**src/rtl/exec_unit_if.sv**
```systemverilog
// Request and register-file write-back bundle for exec_unit.
// master drives requests; slave is the execution unit.
interface exec_unit_if;
    logic       start;
    logic [2:0] op;
    logic [1:0] dst;
    logic [7:0] a;
    logic [7:0] b;
    logic       busy;
    logic       done;
    logic       write_en;
    logic [1:0] write_reg;
    logic [7:0] write_data;
    logic       zero;
    logic       carry;

    modport master (
        output start, op, dst, a, b,
        input  busy, done, write_en, write_reg, write_data, zero, carry
    );

    modport slave (
        input  start, op, dst, a, b,
        output busy, done, write_en, write_reg, write_data, zero, carry
    );
endinterface

```
**src/rtl/exec_unit.sv**
```systemverilog
// 8-bit execution unit: single-cycle ALU ops plus iterative shifts and shift-add multiply,
// with a one-cycle register-file write-back and registered zero/carry flags.
module exec_unit (
    input  logic        clk,
    input  logic        rst_n,
    exec_unit_if.slave  bus
);
    typedef enum logic [1:0] {StIdle, StExec, StIter, StWb} state_e;

    localparam logic [2:0] OpAdd = 3'b000;
    localparam logic [2:0] OpSub = 3'b001;
    localparam logic [2:0] OpAnd = 3'b010;
    localparam logic [2:0] OpXor = 3'b011;
    localparam logic [2:0] OpShl = 3'b100;
    localparam logic [2:0] OpShr = 3'b101;
    localparam logic [2:0] OpMul = 3'b110;
    localparam logic [2:0] OpNop = 3'b111;

    state_e     state_q, state_d;
    logic [2:0] op_q, op_d;
    logic [1:0] dst_q, dst_d;
    logic [7:0] a_q, a_d;
    logic [7:0] b_q, b_d;
    logic [7:0] res_q, res_d;
    logic [3:0] cnt_q, cnt_d;
    logic       zero_q, zero_d;
    logic       carry_q, carry_d;
    logic       carry_new;
    logic       update_flags;

    always_comb begin
        state_d      = state_q;
        op_d         = op_q;
        dst_d        = dst_q;
        a_d          = a_q;
        b_d          = b_q;
        res_d        = res_q;
        cnt_d        = cnt_q;
        zero_d       = zero_q;
        carry_d      = carry_q;
        carry_new    = 1'b0;
        update_flags = 1'b0;

        unique case (state_q)
            StIdle: begin
                if (bus.start) begin
                    state_d = StExec;
                    op_d    = bus.op;
                    dst_d   = bus.dst;
                    a_d     = bus.a;
                    b_d     = bus.b;
                end
            end
            StExec: begin
                state_d      = StWb;
                update_flags = 1'b1;
                case (op_q)
                    OpAdd: {carry_new, res_d} = {1'b0, a_q} + {1'b0, b_q};
                    OpSub: begin
                        res_d     = a_q - b_q;
                        carry_new = (a_q < b_q);
                    end
                    OpAnd: res_d = a_q & b_q;
                    OpXor: res_d = a_q ^ b_q;
                    OpShl, OpShr: begin
                        res_d = a_q;
                        cnt_d = {1'b0, b_q[2:0]};
                        // A zero shift count finishes here with the unshifted operand.
                        if (b_q[2:0] != 3'd0) begin
                            state_d      = StIter;
                            update_flags = 1'b0;
                        end
                    end
                    OpMul: begin
                        res_d        = 8'h00;
                        cnt_d        = 4'd8;
                        state_d      = StIter;
                        update_flags = 1'b0;
                    end
                    default: update_flags = 1'b0;
                endcase
            end
            StIter: begin
                cnt_d = cnt_q - 4'd1;
                case (op_q)
                    OpShl: res_d = res_q << 1;
                    OpShr: res_d = res_q >> 1;
                    default: begin
                        // Shift-add multiply: a_q walks left, b_q walks right.
                        if (b_q[0]) res_d = res_q + a_q;
                        a_d = a_q << 1;
                        b_d = b_q >> 1;
                    end
                endcase
                if (cnt_q == 4'd1) begin
                    state_d      = StWb;
                    update_flags = 1'b1;
                end
            end
            StWb: state_d = StIdle;
        endcase

        // Flags are loaded on entry to WB so they are valid alongside write_en.
        if (update_flags) begin
            zero_d  = (res_d == 8'h00);
            carry_d = carry_new;
        end
    end

    always_ff @(posedge clk or negedge rst_n) begin
        if (!rst_n) begin
            state_q <= StIdle;
            op_q    <= 3'b000;
            dst_q   <= 2'b00;
            a_q     <= 8'h00;
            b_q     <= 8'h00;
            res_q   <= 8'h00;
            cnt_q   <= 4'd0;
            zero_q  <= 1'b0;
            carry_q <= 1'b0;
        end else begin
            state_q <= state_d;
            op_q    <= op_d;
            dst_q   <= dst_d;
            a_q     <= a_d;
            b_q     <= b_d;
            res_q   <= res_d;
            cnt_q   <= cnt_d;
            zero_q  <= zero_d;
            carry_q <= carry_d;
        end
    end

    assign bus.busy       = (state_q != StIdle);
    assign bus.done       = (state_q == StWb);
    assign bus.write_en   = (state_q == StWb) && (op_q != OpNop);
    assign bus.write_reg  = dst_q;
    assign bus.write_data = res_q;
    assign bus.zero       = zero_q;
    assign bus.carry      = carry_q;
endmodule

```
**src/flat_wrapper.sv**
```systemverilog
// flat-port wrapper written by rule: the top's interface ports become plain ports
module exec_unit_flat 
  (clk, rst_n, bus_start, bus_op, bus_dst, bus_a, bus_b, bus_busy, bus_done, bus_write_en, bus_write_reg, bus_write_data, bus_zero, bus_carry);
  exec_unit_if bus_i ();
  input  logic clk;
  input  logic rst_n;
  input wire logic [$bits(bus_i.start)-1:0] bus_start;
  input wire logic [$bits(bus_i.op)-1:0] bus_op;
  input wire logic [$bits(bus_i.dst)-1:0] bus_dst;
  input wire logic [$bits(bus_i.a)-1:0] bus_a;
  input wire logic [$bits(bus_i.b)-1:0] bus_b;
  output wire logic [$bits(bus_i.busy)-1:0] bus_busy;
  output wire logic [$bits(bus_i.done)-1:0] bus_done;
  output wire logic [$bits(bus_i.write_en)-1:0] bus_write_en;
  output wire logic [$bits(bus_i.write_reg)-1:0] bus_write_reg;
  output wire logic [$bits(bus_i.write_data)-1:0] bus_write_data;
  output wire logic [$bits(bus_i.zero)-1:0] bus_zero;
  output wire logic [$bits(bus_i.carry)-1:0] bus_carry;
  assign bus_i.start = bus_start;
  assign bus_i.op = bus_op;
  assign bus_i.dst = bus_dst;
  assign bus_i.a = bus_a;
  assign bus_i.b = bus_b;
  assign bus_busy = bus_i.busy;
  assign bus_done = bus_i.done;
  assign bus_write_en = bus_i.write_en;
  assign bus_write_reg = bus_i.write_reg;
  assign bus_write_data = bus_i.write_data;
  assign bus_zero = bus_i.zero;
  assign bus_carry = bus_i.carry;
  exec_unit u_core (.clk(clk), .rst_n(rst_n), .bus(bus_i));
endmodule
```
**config.mk**
```make
export PLATFORM = sky130hd
export DESIGN_NAME = exec_unit_flat
export DESIGN_NICKNAME = d
export VERILOG_FILES = /design/src/rtl/exec_unit_if.sv /design/src/rtl/exec_unit.sv /design/src/flat_wrapper.sv
export SDC_FILE = /design/constraint.sdc
export NUM_CORES = 1
export LEC_CHECK = 0
export ABC_AREA = 1
export ABC_CLOCK_PERIOD_IN_PS = 2000
export BUFFER_PORTS_ARGS = -buffer_cell sky130_fd_sc_hd__buf_4
export CAP_MARGIN = 5
export CORE_AREA = 2 2 94 96
export CTS_BUF_LIST = sky130_fd_sc_hd__clkbuf_8
export DETAILED_ROUTE_END_ITERATION = 8
export DIE_AREA = 0 0 96 98
export RECOVER_POWER = 50
export SLEW_MARGIN = 15
export SYNTH_ARGS = -nofsm -noshare
export SYNTH_HDL_FRONTEND = slang
export SYNTH_SLANG_ARGS = --single-unit
```
**constraint.sdc**
```tcl
create_clock -name clk -period 2 [get_ports clk]
set_input_delay 0.4 -clock clk [delete_from_list [all_inputs] [get_ports clk]]
set_output_delay 0.4 -clock clk [all_outputs]
set_load 0.05 [all_outputs]
```
# Yosys cells after proc, flatten, opt, wreduce, memory -nomap -nowiden
# Cells that the tools add are included.
# totals
in_bits	24
regBits	37
elab_cells	68
# classes
add_sub_neg	4
bitwise_logic	2
eq_ne	15
n_lt_le_gt_ge	1
reduce_logical	14
muxes	23
# ops
operator	count
one-hot mux 8 bit (2 select lines)	4
one-hot mux 8 bit (6 select lines)	1
two-way mux 8 bit	5
one-hot mux 4 bit (2 select lines)	2
adder 8 x 8 -> 9 bit	1
equality test 3 bit, second input constant	3
adder 8 bit	1
AND 8 bit	1
logical NOT 8 bit	1
< comparator 8 bit	1
one-hot mux 2 bit (4 select lines)	1
subtractor 8 bit	1
bitwise XOR 8 bit	1
equality test 3 x 2 -> 1 bit, second input constant	2
inequality test 3 bit, second input constant	2
one-hot mux 1 bit (2 select lines)	3
AND reduction 2 bit	3
nonzero test 2 bit	3
equality test 2 bit, second input constant	2
equality test 4 x 1 -> 1 bit, second input constant	1
two-way mux 1 bit	4
two-way mux 2 bit	2
inequality test 2 bit, second input constant	2
one-hot mux 2 bit (2 select lines)	1
other kinds (11)	11

# Logic depth before layout (Yosys ltp)
# Gate-level depths: netlist of the first run.
# depth
word_depth	5
ltp_mapped	19

# Worst setup path after synthesis of the first run
# OpenSTA, ideal clock, no wires.
# synth_timing
path_kind	reg-to-reg
from	reg u_core.res_q[0], in the netlist u_core.bus.write_data[0]
to	reg u_core.zero_q, in the netlist u_core.bus.zero
synth_period_minus_slack_ns	2.287
setup_ns	0.066
setup_slack_ns	-0.287
stages_incl_launch_ff	16
arrival_time_ns	2.221
path_buffers	0
required_time_ns	1.934
path_cell_list	dfrtp_1 ha_1 inv_1 fa_1 nand2_1 o21ai_0 a21oi_1 nand2_1 nand2_1 nor2_1 nand3_1 nor2_1 nand3_1 nor2_1 nand2_1 nand2_1
# synth_between
elab_chain_len	5
# synth_rtl
element	line_no	rtl
start, declared	exec_unit.sv:24	logic [7:0] res_q, res_d;
start signal, assigned	exec_unit.sv:127	res_q <= res_d;
adder 8 bit	exec_unit.sv:90	if (b_q[0]) res_d = res_q + a_q;
two-way mux 8 bit	exec_unit.sv:90	
one-hot mux 8 bit (2 select lines)	exec_unit.sv:85	case (op_q)
one-hot mux 8 bit (2 select lines) (*)	exec_unit.sv:44	unique case (state_q)
logical NOT 8 bit (*)	exec_unit.sv:105	zero_d = (res_d == 8'h00);
end signal, assigned	exec_unit.sv:129	zero_q <= zero_d;
end, declared	exec_unit.sv:26	logic zero_q, zero_d;
# Every way passes the cells marked *; elsewhere a longest branch is shown, timed or not.
# A chain may end at the register's enable or synchronous reset.

# Worst setup path in the final report of the first run
# layout_timing
from	reg u_core.a_q[0]
to	reg u_core.zero_q, in the netlist u_core.bus.zero
# layout_between
elab_chain_len	5
# layout_rtl
element	line_no	rtl
start, declared	exec_unit.sv:22	logic [7:0] a_q, a_d;
start signal, assigned	exec_unit.sv:115	a_q <= 8'h00;
start signal, assigned	exec_unit.sv:125	a_q <= a_d;
adder 8 bit	exec_unit.sv:90	
two-way mux 8 bit	exec_unit.sv:90	
one-hot mux 8 bit (2 select lines)	exec_unit.sv:85	
one-hot mux 8 bit (2 select lines) (*)	exec_unit.sv:44	
logical NOT 8 bit (*)	exec_unit.sv:105	
# Marked as above.

==> results of run 1 <==
stage by stage:
stage / hold WS (ps) / setup WS [ps] / util, % / area [sq um] / cells
5_1_grt: 318 / -319 / 58.5 / 4950 / 785
4_1_cts: 72.2 / -170 / 54.2 / 4590 / 779
3_3_place_gp: 399 / -137 / 52.6 / 4450 / 771
6_report: 239 / -188 / 58.5 / 4950 / 785
2_1_floorplan: 104 / -59.5 / - / 3690 / 586
3_5_place_dp: 401 / -179 / 52.6 / 4450 / 771
Yosys cell counts (3+ instances only):
master / instances
dfrtp_1: 37
ha_1: 31
inv_1: 94
nor2_1: 37
nand2_1: 170
buf_2: 7
fa_1: 3
o211ai_1: 14
nand4_1: 6
inv_2: 8
a21oi_1: 36
o21ai_0: 38
nand3_1: 67
o22ai_1: 3
clkbuf_1: 6
path summary, 6_finish.rpt:
| kind | from | to | cells after the start |
|---|---|---|---|
| setup reg to reg | u_core.a_q[0] | u_core.bus.zero | 15 |
| min in group clk | bus_op[2] | u_core.op_q[2] | 3 |
| hold / removal | rst_n | u_core.cnt_q[1] | 1 |
| hold reg to reg | u_core.bus.write_reg[1] | u_core.bus.write_reg[1] | 2 |
| setup / recovery | u_core.a_q[0] | u_core.bus.zero | 15 |
| max in group asynchronous | rst_n | u_core.bus.write_data[2] | 1 |
logic make-up (layout without fill, tap and decap cells):
group                      Yosys count  after routing  synth area share, %
buffers and inverters              122            213                 13.3
and+or+nand+nor                    293            293                 33.9
DFF                                 37             37                 25.2
AOI/OAI and AO/OA                   99             99                 15.1
adders and majority gates           34             34                 12.2
xor gates and xnor gates             1              1                0.239
metal layers:
| metal | global-route usage, % | part of all wire, % | vias up |
|---|---|---|---|
| met5 | 0 | 0 | - |
| met2 | 44.1 | 50 | 115 |
| met3 | 2.70 | 4.0 | 11 |
| met1 | 35.1 | 45 | 1923 |
| li1 | - | - | 2057 |
| met4 | 6.92 | 1.1 | 0 |
critical path, cell delays in order, from the launching register on:
cell and delay, ps:
dfrtp_2 410, inv_2 60, ha_4 150, fa_2 510, inv_1 50, nand3_2 80, nand3_2 80, nor2_2 120
nor2_1 70, nor2_2 120, nand3_1 90, nor2_2 110, nand3_1 70, nor2_1 100, nand2_1 60, nand2_1 50
final cells by class:
| class | instances | share of cell area (%) |
|---|---|---|
| Clock buffer | 6 | 1.67 |
| Clock inverter | 2 | 0.758 |
| Inverter | 104 | 7.88 |
| Multi-Input combinational cell | 427 | 52.1 |
| Sequential cell | 37 | 18.9 |
| Tap cell | 108 | 2.73 |
| Timing Repair Buffer | 101 | 16.0 |
cells in the final DEF (no fill, tap or decap), types with 3 or more instances in the layout:
cell type  synthesis  layout
dfrtp_1           37      29
nand2_2            2      19
nor2_2             2       6
inv_1             94      84
buf_4              2      92
nor2_4             1       4
nand3_1           67      58
nor2_1            37      30
inv_2              8      18
clkbuf_8           0       6
dfrtp_2            0       8
fa_2               0       3
nand3_2            1      10
nand2_1          170     153
o21ai_0           38      36
o22ai_1            3       3
ha_4               0      12
buf_6              2       3
a21oi_2            1      10
nand4_1            6       6
a21oi_1           36      27
o211ai_1          14      14
ha_1              31      17
timing repair:
item | 4_1_cts | 5_1_grt
buffers inserted | 0 | 6
pin swaps | 3 | 29
setup endpoints to repair | 5 | 23
resized for setup | 4 | 87
==> metrics, run 1 <==
status=finished, violations left; failing checks=setup timing; clock buffer count from CTS=5; register area share after synthesis=25.2%; post-synth cell types=36; CTS tree=done; count of state elements after synthesis=37; FF+latch area=936 sq um; initial antenna violation count=0; largest net degree at the start of global routing=38; Total Routing Usage GR=approximately a quarter; hold_buf cts=0; Crit. End Element=register; Area Overhead vs Synth=34.9%; Max-slew headroom=35.6%; ANT cells=0; die area=9410 sq um; Boundary Pins=39; 1st-pass router iterations=6; Critical Path AT=2430 ps; Die W=approximately 96 um; HP Class=in -> async; Initial Utilization=between 40% and 50%; max-slew violations=0; EDFF count, synth=0; vias=4,106; Synth area leaders=dfrtp_1 25%, nand2_1 17%, ha_1 11%; Synthesis Warnings=0; clock sinks=37; Std-Cell Rows=34; top-area cell type share of the netlist area=25.2%; core footprint=8470 sq um; CTS Root Cell=clkbuf_8; multi-input logic area=~2600 sq um; GP Congestion=~0.99; Final Setup Violations=2; clock skew=3.70 ps; fillers=between 800 and 900; CTS H-tree depth=2; placed wire-length estimate=8910 um; first-pass GRT wire length=19,400 um; CP Class=reg -> reg; later-pin clock latency in the skew report=300 ps; fmax=0.457 GHz; DRT antenna net count=0; drt first-iter violations=274; port bufs=38; Via density=5.23; crit-path max FO=4; Crit path required time=2240 ps; # nets final=734; Slew @ Worst Pin=just under 1000 ps; Final Hold Vio Count=0; GR Overflow Total=0; vias in the first global route=~4,000; # DRC=0; chip height=98 um; Final WS setup=-188 ps; cell count after synthesis=586; startpoint types=register; share of cells above drive strength 1=30.0%; Post-synth top flop=dfrtp_1; Max-Cap Viols=0; Clock Path Buffers=2; post-synthesis async set-or-reset flop share=100%; clock slew at reported path FFs=~80 ps; Mapped Nets=roughly 640; Routed WL=11,700 um; post-synth top area cell=dfrtp_1; Tcrit/Tclk final=109%; fin crit period=about 2200 ps; RSZ-0062 raised after global routing=yes; final setup TNS=-236 ps; worst reg2reg setup slack=-190 ps; Syn Area/Cell=6.27 sq um; synthesized area=3670 sq um; wire length per cell after detailed routing=14.9 um
Power of run 1 is left out: the tool's default activity adds up to more than one toggle a clock period on the data nets, which glitch-free logic cannot reach.
==> run 2: changes to the inputs <==
--- a/config.mk
+++ b/config.mk
@@ -6,7 +6,7 @@
 export NUM_CORES = 1
 export LEC_CHECK = 0
 export ABC_AREA = 1
-export ABC_CLOCK_PERIOD_IN_PS = 2000
+export ABC_CLOCK_PERIOD_IN_PS = 1800
 export BUFFER_PORTS_ARGS = -buffer_cell sky130_fd_sc_hd__buf_4
 export CAP_MARGIN = 5
 export CORE_AREA = 2 2 94 96
@@ -14,6 +14,7 @@
 export DETAILED_ROUTE_END_ITERATION = 8
 export DIE_AREA = 0 0 96 98
 export RECOVER_POWER = 50
+export SKIP_LAST_GASP = 1
 export SLEW_MARGIN = 15
 export SYNTH_ARGS = -nofsm -noshare
 export SYNTH_HDL_FRONTEND = slang
==> constraint.sdc (replaced) <==
create_clock -name clk -period 1.8 [get_ports clk]
set_input_delay 0.36 -clock clk [delete_from_list [all_inputs] [get_ports clk]]
set_output_delay 0.36 -clock clk [all_outputs]
set_load 0.05 [all_outputs]
==> metrics, run 2 (synthesized netlist as in run 1, its figures left out) <==
Slew @ Worst Pin=between 1000 and 1500 ps; Die W=96 um; largest net degree at the start of global routing=38; drt first-iter violations=341; Via density=about 5.1; clock buffer count from CTS=5; GR Overflow Total=0; clock slew at reported path FFs=90 ps; chip height=98 um; port bufs=38; RSZ-0062 raised after global routing=yes; Std-Cell Rows=34; fmax=0.452 GHz; crit-path cells=inv_2 -> ha_4 -> fa_2 -> inv_1 -> nand3_1 -> nand3_1 -> nor2_1 -> nor2_1 -> nor2_2 -> nand3_1 -> nor2_1 -> nand3_1 -> nor2_1 -> nand2_1 -> nand2_1; # nets final=just under 800; CTS Root Cell=clkbuf_8; reg2reg path depth=15; failing checks=setup timing; DRT antenna net count=0; commonest non-fill, non-tap cells in the layout=147 x nand2_1, 134 x buf_4, 81 x inv_1, 57 x nand3_1, 38 x o21ai_0; later-pin clock latency in the skew report=300 ps; share of cells above drive strength 1=36.9%; status=finished, violations left; clock skew=9.75 ps; most common cell after layout, fill and taps aside=nand2_1; fin crit period=about 2200 ps; ANT cells=0; 1st-pass router iterations=5; first-pass GRT wire length=roughly 20,000 um; pre-CTS setup slack=-393 ps; clock sinks=37; die area=9410 sq um; Max-slew headroom=30.5%; wire length per cell after detailed routing=approximately 15 um; vias in the first global route=4,129; RR Startpoint=u_core.a_q[0]; hold_buf cts=0; worst reg2reg setup slack=-410 ps; crit path from=u_core.a_q[0]; Total Routing Usage GR=a little over a quarter; Clock Path Buffers=2; # DRC=0; max-slew violations=0; Crit path required time=2030 ps; largest stage delay on the critical path=approximately 560 ps; HP Class=in -> async; critical path buffer and inverter count=2; Max-Cap Viols=0; Routed WL=12,400 um; core footprint=approximately 8500 sq um; CP max stage cell=fa_2; startpoint types=register; vias=4,270; FF+latch area=941 sq um; cell count along the critical path=15; multi-input logic area=2620 sq um; Crit path max-delay family=simple AND/OR/NAND/NOR gates; Tcrit/Tclk final=123%; Area Overhead vs Synth=48.6%; initial antenna violation count=0; Initial Utilization=43.4%; GP Congestion=0.954; Final Hold Vio Count=0; Critical Path AT=2450 ps; placed wire-length estimate=about 9400 um; CP endpoint=u_core.bus.zero; Final Setup Violations=9; Final WS setup=-413 ps; RR Endpoint=u_core.bus.zero; CP Class=reg -> reg; Boundary Pins=39; fillers=768; CTS H-tree depth=2; Crit. End Element=register; crit-path max FO=3; CTS tree=done
-- run 2: cell types whose count changed in the layout (fill, tap and decap cells not counted), sizes merged --
cell	before	now
buf	98	151
clkbuf	9	8
-- run 2: final cells by class --
| type | count | area share, % |
|---|---|---|
| sequential | 37 | 17.2 |
| clock inverter | 2 | 0.688 |
| timing repair buffer | 153 | 22.8 |
| clock buffer | 6 | 1.51 |
| inverter | 104 | 7.20 |
| tap | 108 | 2.48 |
| multi-input combinational | 427 | 48.1 |
-- run 2: timing repair --
item	in CTS	in global routing
pin swaps	20	38
endpoints found under the setup margin	10	11
hold endpoints to repair	0	0
cloned	0	1
setup buffers	4	10
gates resized for setup	44	63
-- run 2: worst reg2reg max path: cells and delay by family, from the launching register on --
family                   cells  cell delay, ps
buffers and inverters        2             120
flip-flops                   1             430
adder cells (fa/ha/maj)      2             730
AND/OR/NAND/NOR             11             870
-- run 2: per-layer routing --
metal / vias to the layer above / part of all wire [%] / global-route usage [%] / wire, um
li1: 2158 / - / - / -
met1: 1979 / 45 / 36.4 / 5580
met2: 110 / 49 / 45.7 / 6070
met3: 23 / 4.1 / 2.78 / 510
met4: 0 / 2.1 / 7.58 / 257
met5: - / 0 / 0 / 0
-- run 2: worst min-delay path by stage --
stage                            endpoint  slack (ps)  cells past startpoint
final                     u_core.cnt_q[2]         230                      1
after global routing       u_core.op_q[0]         260                      3
after CTS                 u_core.cnt_q[2]          50                      1
after detailed placement  u_core.cnt_q[2]         380                      1
after global placement    u_core.cnt_q[1]         360                      1
after floorplan             u_core.a_q[0]          60                      0
-- run 2: metrics by stage --
stage                     util (%)  std cells  area, sq um  hold slack [ps]  TNS, ps
after floorplan                  -        586         3710             64.4     -513
after global placement        56.9        815         4810              364    -1740
after detailed placement      56.9        815         4810              382    -1890
after CTS                     60.9        826         5150             51.4    -1190
after global routing          64.5        837         5460              262    -2710
final                         64.5        837         5460              231    -1410
Power of run 2 is left out for the same reason.
==> run 3: changes to the inputs <==
--- a/config.mk
+++ b/config.mk
@@ -9,10 +9,13 @@
 export ABC_CLOCK_PERIOD_IN_PS = 1800
 export BUFFER_PORTS_ARGS = -buffer_cell sky130_fd_sc_hd__buf_4
 export CAP_MARGIN = 5
-export CORE_AREA = 2 2 94 96
+export CELL_PAD_IN_SITES_DETAIL_PLACEMENT = 2
+export CELL_PAD_IN_SITES_GLOBAL_PLACEMENT = 2
+export CORE_AREA = 2 2 114 116
 export CTS_BUF_LIST = sky130_fd_sc_hd__clkbuf_8
 export DETAILED_ROUTE_END_ITERATION = 8
-export DIE_AREA = 0 0 96 98
+export DIE_AREA = 0 0 116 118
+export PLACE_DENSITY_LB_ADDON = 0.1
 export RECOVER_POWER = 50
 export SKIP_LAST_GASP = 1
 export SLEW_MARGIN = 15
==> metrics, run 3 (synthesized netlist as in run 1, its figures left out) <==
status=finished, violations left; failing checks=setup timing; Final Hold Vio Count=0; fillers=1,475; max-slew violations=0; share of cells above drive strength 1=a little under two fifths; CTS tree=done; Fin Hold WS=201 ps; Total Routing Usage GR=26.7%; Boundary Pins=39; port bufs=38; hold_buf cts=0; # nets final=793; initial antenna violation count=0; HP Class=in -> async; Final WS setup=-662 ps; vias=4,643; most common cell after layout, fill and taps aside=nand2_1; commonest non-fill, non-tap cells in the layout=149 x nand2_1, 146 x buf_4, 82 x inv_1, 57 x nand3_1, 35 x o21ai_0; # DRC=0; clock slew at reported path FFs=90 ps; Via density=5.11; DRT antenna net count=0; die area=13,700 sq um; Crit. End Element=register; startpoint types=register; ANT cells=0; crit-path max FO=3; vias in the first global route=5,280; clock sinks=37; drt first-iter violations=270; fin crit period=about 2500 ps; final setup TNS=-3360 ps; Die W=116 um; fmax=0.406 GHz; largest net degree at the start of global routing=38; Finished Cell Area=5590 sq um; first-pass GRT wire length=about 28,000 um; Final Setup Violations=11; FF+latch area=937 sq um; Std-Cell Rows=41; RSZ-0062 raised after global routing=yes; core footprint=12,400 sq um; CTS Root Cell=clkbuf_8; placed wire-length estimate=approximately 13,000 um; Routed WL=19,500 um; chip height=118 um; CTS H-tree depth=2; clock skew=approximately 13 ps; reg2reg path depth=15; CP max stage cell=fa_2; 1st-pass router iterations=4; Tcrit/Tclk final=137%; Critical Path AT=2720 ps; multi-input logic area=~2600 sq um; Clock Path Buffers=2; crit-path cells=ha_2 -> inv_2 -> fa_2 -> inv_1 -> nand3_1 -> nand3_1 -> nor2_1 -> nor2_1 -> nor2_2 -> nand3_1 -> nor2_1 -> nand3_1 -> nor2_1 -> nand2_1 -> nand2_1; cell area after placement=approximately 4900 sq um; Max-slew headroom=30.7%; clock buffer count from CTS=5; Slew @ Worst Pin=around 1000 ps; Initial Utilization=29.6%; Max-Cap Viols=0; Crit path required time=2060 ps; CP Class=reg -> reg; wire length per cell after detailed routing=between 20 and 25 um; GR Overflow Total=0; largest stage delay on the critical path=530 ps; Area Overhead vs Synth=52.2%; GP Congestion=approximately 0.87; later-pin clock latency in the skew report=330 ps
## run 3: worst paths after layout
check / slack (ps) / to / startpoint
max: -660 / u_core.bus.zero / u_core.a_q[0]
max in group asynchronous: 880 / u_core.bus.write_data[3] / rst_n
min reg2reg: 500 / u_core.bus.carry / u_core.bus.carry
min: 200 / u_core.b_q[3] / rst_n
max reg2reg: -660 / u_core.bus.zero / u_core.a_q[0]
min in group clk: 240 / u_core.bus.write_reg[1] / bus_dst[1]
## run 3: area by class of cell
class	count	share of cell area, %
clock buffer	6	1.48
clock inverter	2	0.672
inverter	104	6.99
multi-input combinational	427	47.4
sequential	37	16.8
tap	172	3.85
timing repair buffer	160	22.9
## run 3: stage by stage
stage / worst slack, ps / std cells / utilization [%]
2_1_floorplan: -260 / 586 / -
3_5_place_dp: -610 / 882 / 39.5
4_1_cts: -434 / 895 / 43.0
5_1_grt: -825 / 908 / 45.0
3_3_place_gp: -447 / 882 / 39.5
6_report: -662 / 908 / 45.0
## run 3: timing repair
action,CTS,global route
setup endpoints to repair,11,26
hold endpoints to repair,0,0
gates cloned,0,2
gates resized for setup,68,37
pin swaps,14,13
setup buffers,5,11
## run 3: metal layers
metal | up-vias | share of wire (%) | global-route usage [%]
li1 | 2172 | - | -
met1 | 2336 | 42 | 31.9
met5 | - | 0 | 0
met3 | 44 | 2.6 | 3.04
met4 | 0 | 3.7 | 7.37
met2 | 91 | 52 | 49.4
## run 3: worst max-delay path, delay by kind of cell, from the launching register on
kind / cells / cell delay (ps)
adder cells (fa/ha/maj): 2 / 760
flip-flops: 1 / 420
buffers and inverters: 2 / 100
AND/OR/NAND/NOR: 11 / 1130
Power of run 3 is left out for the same reason.
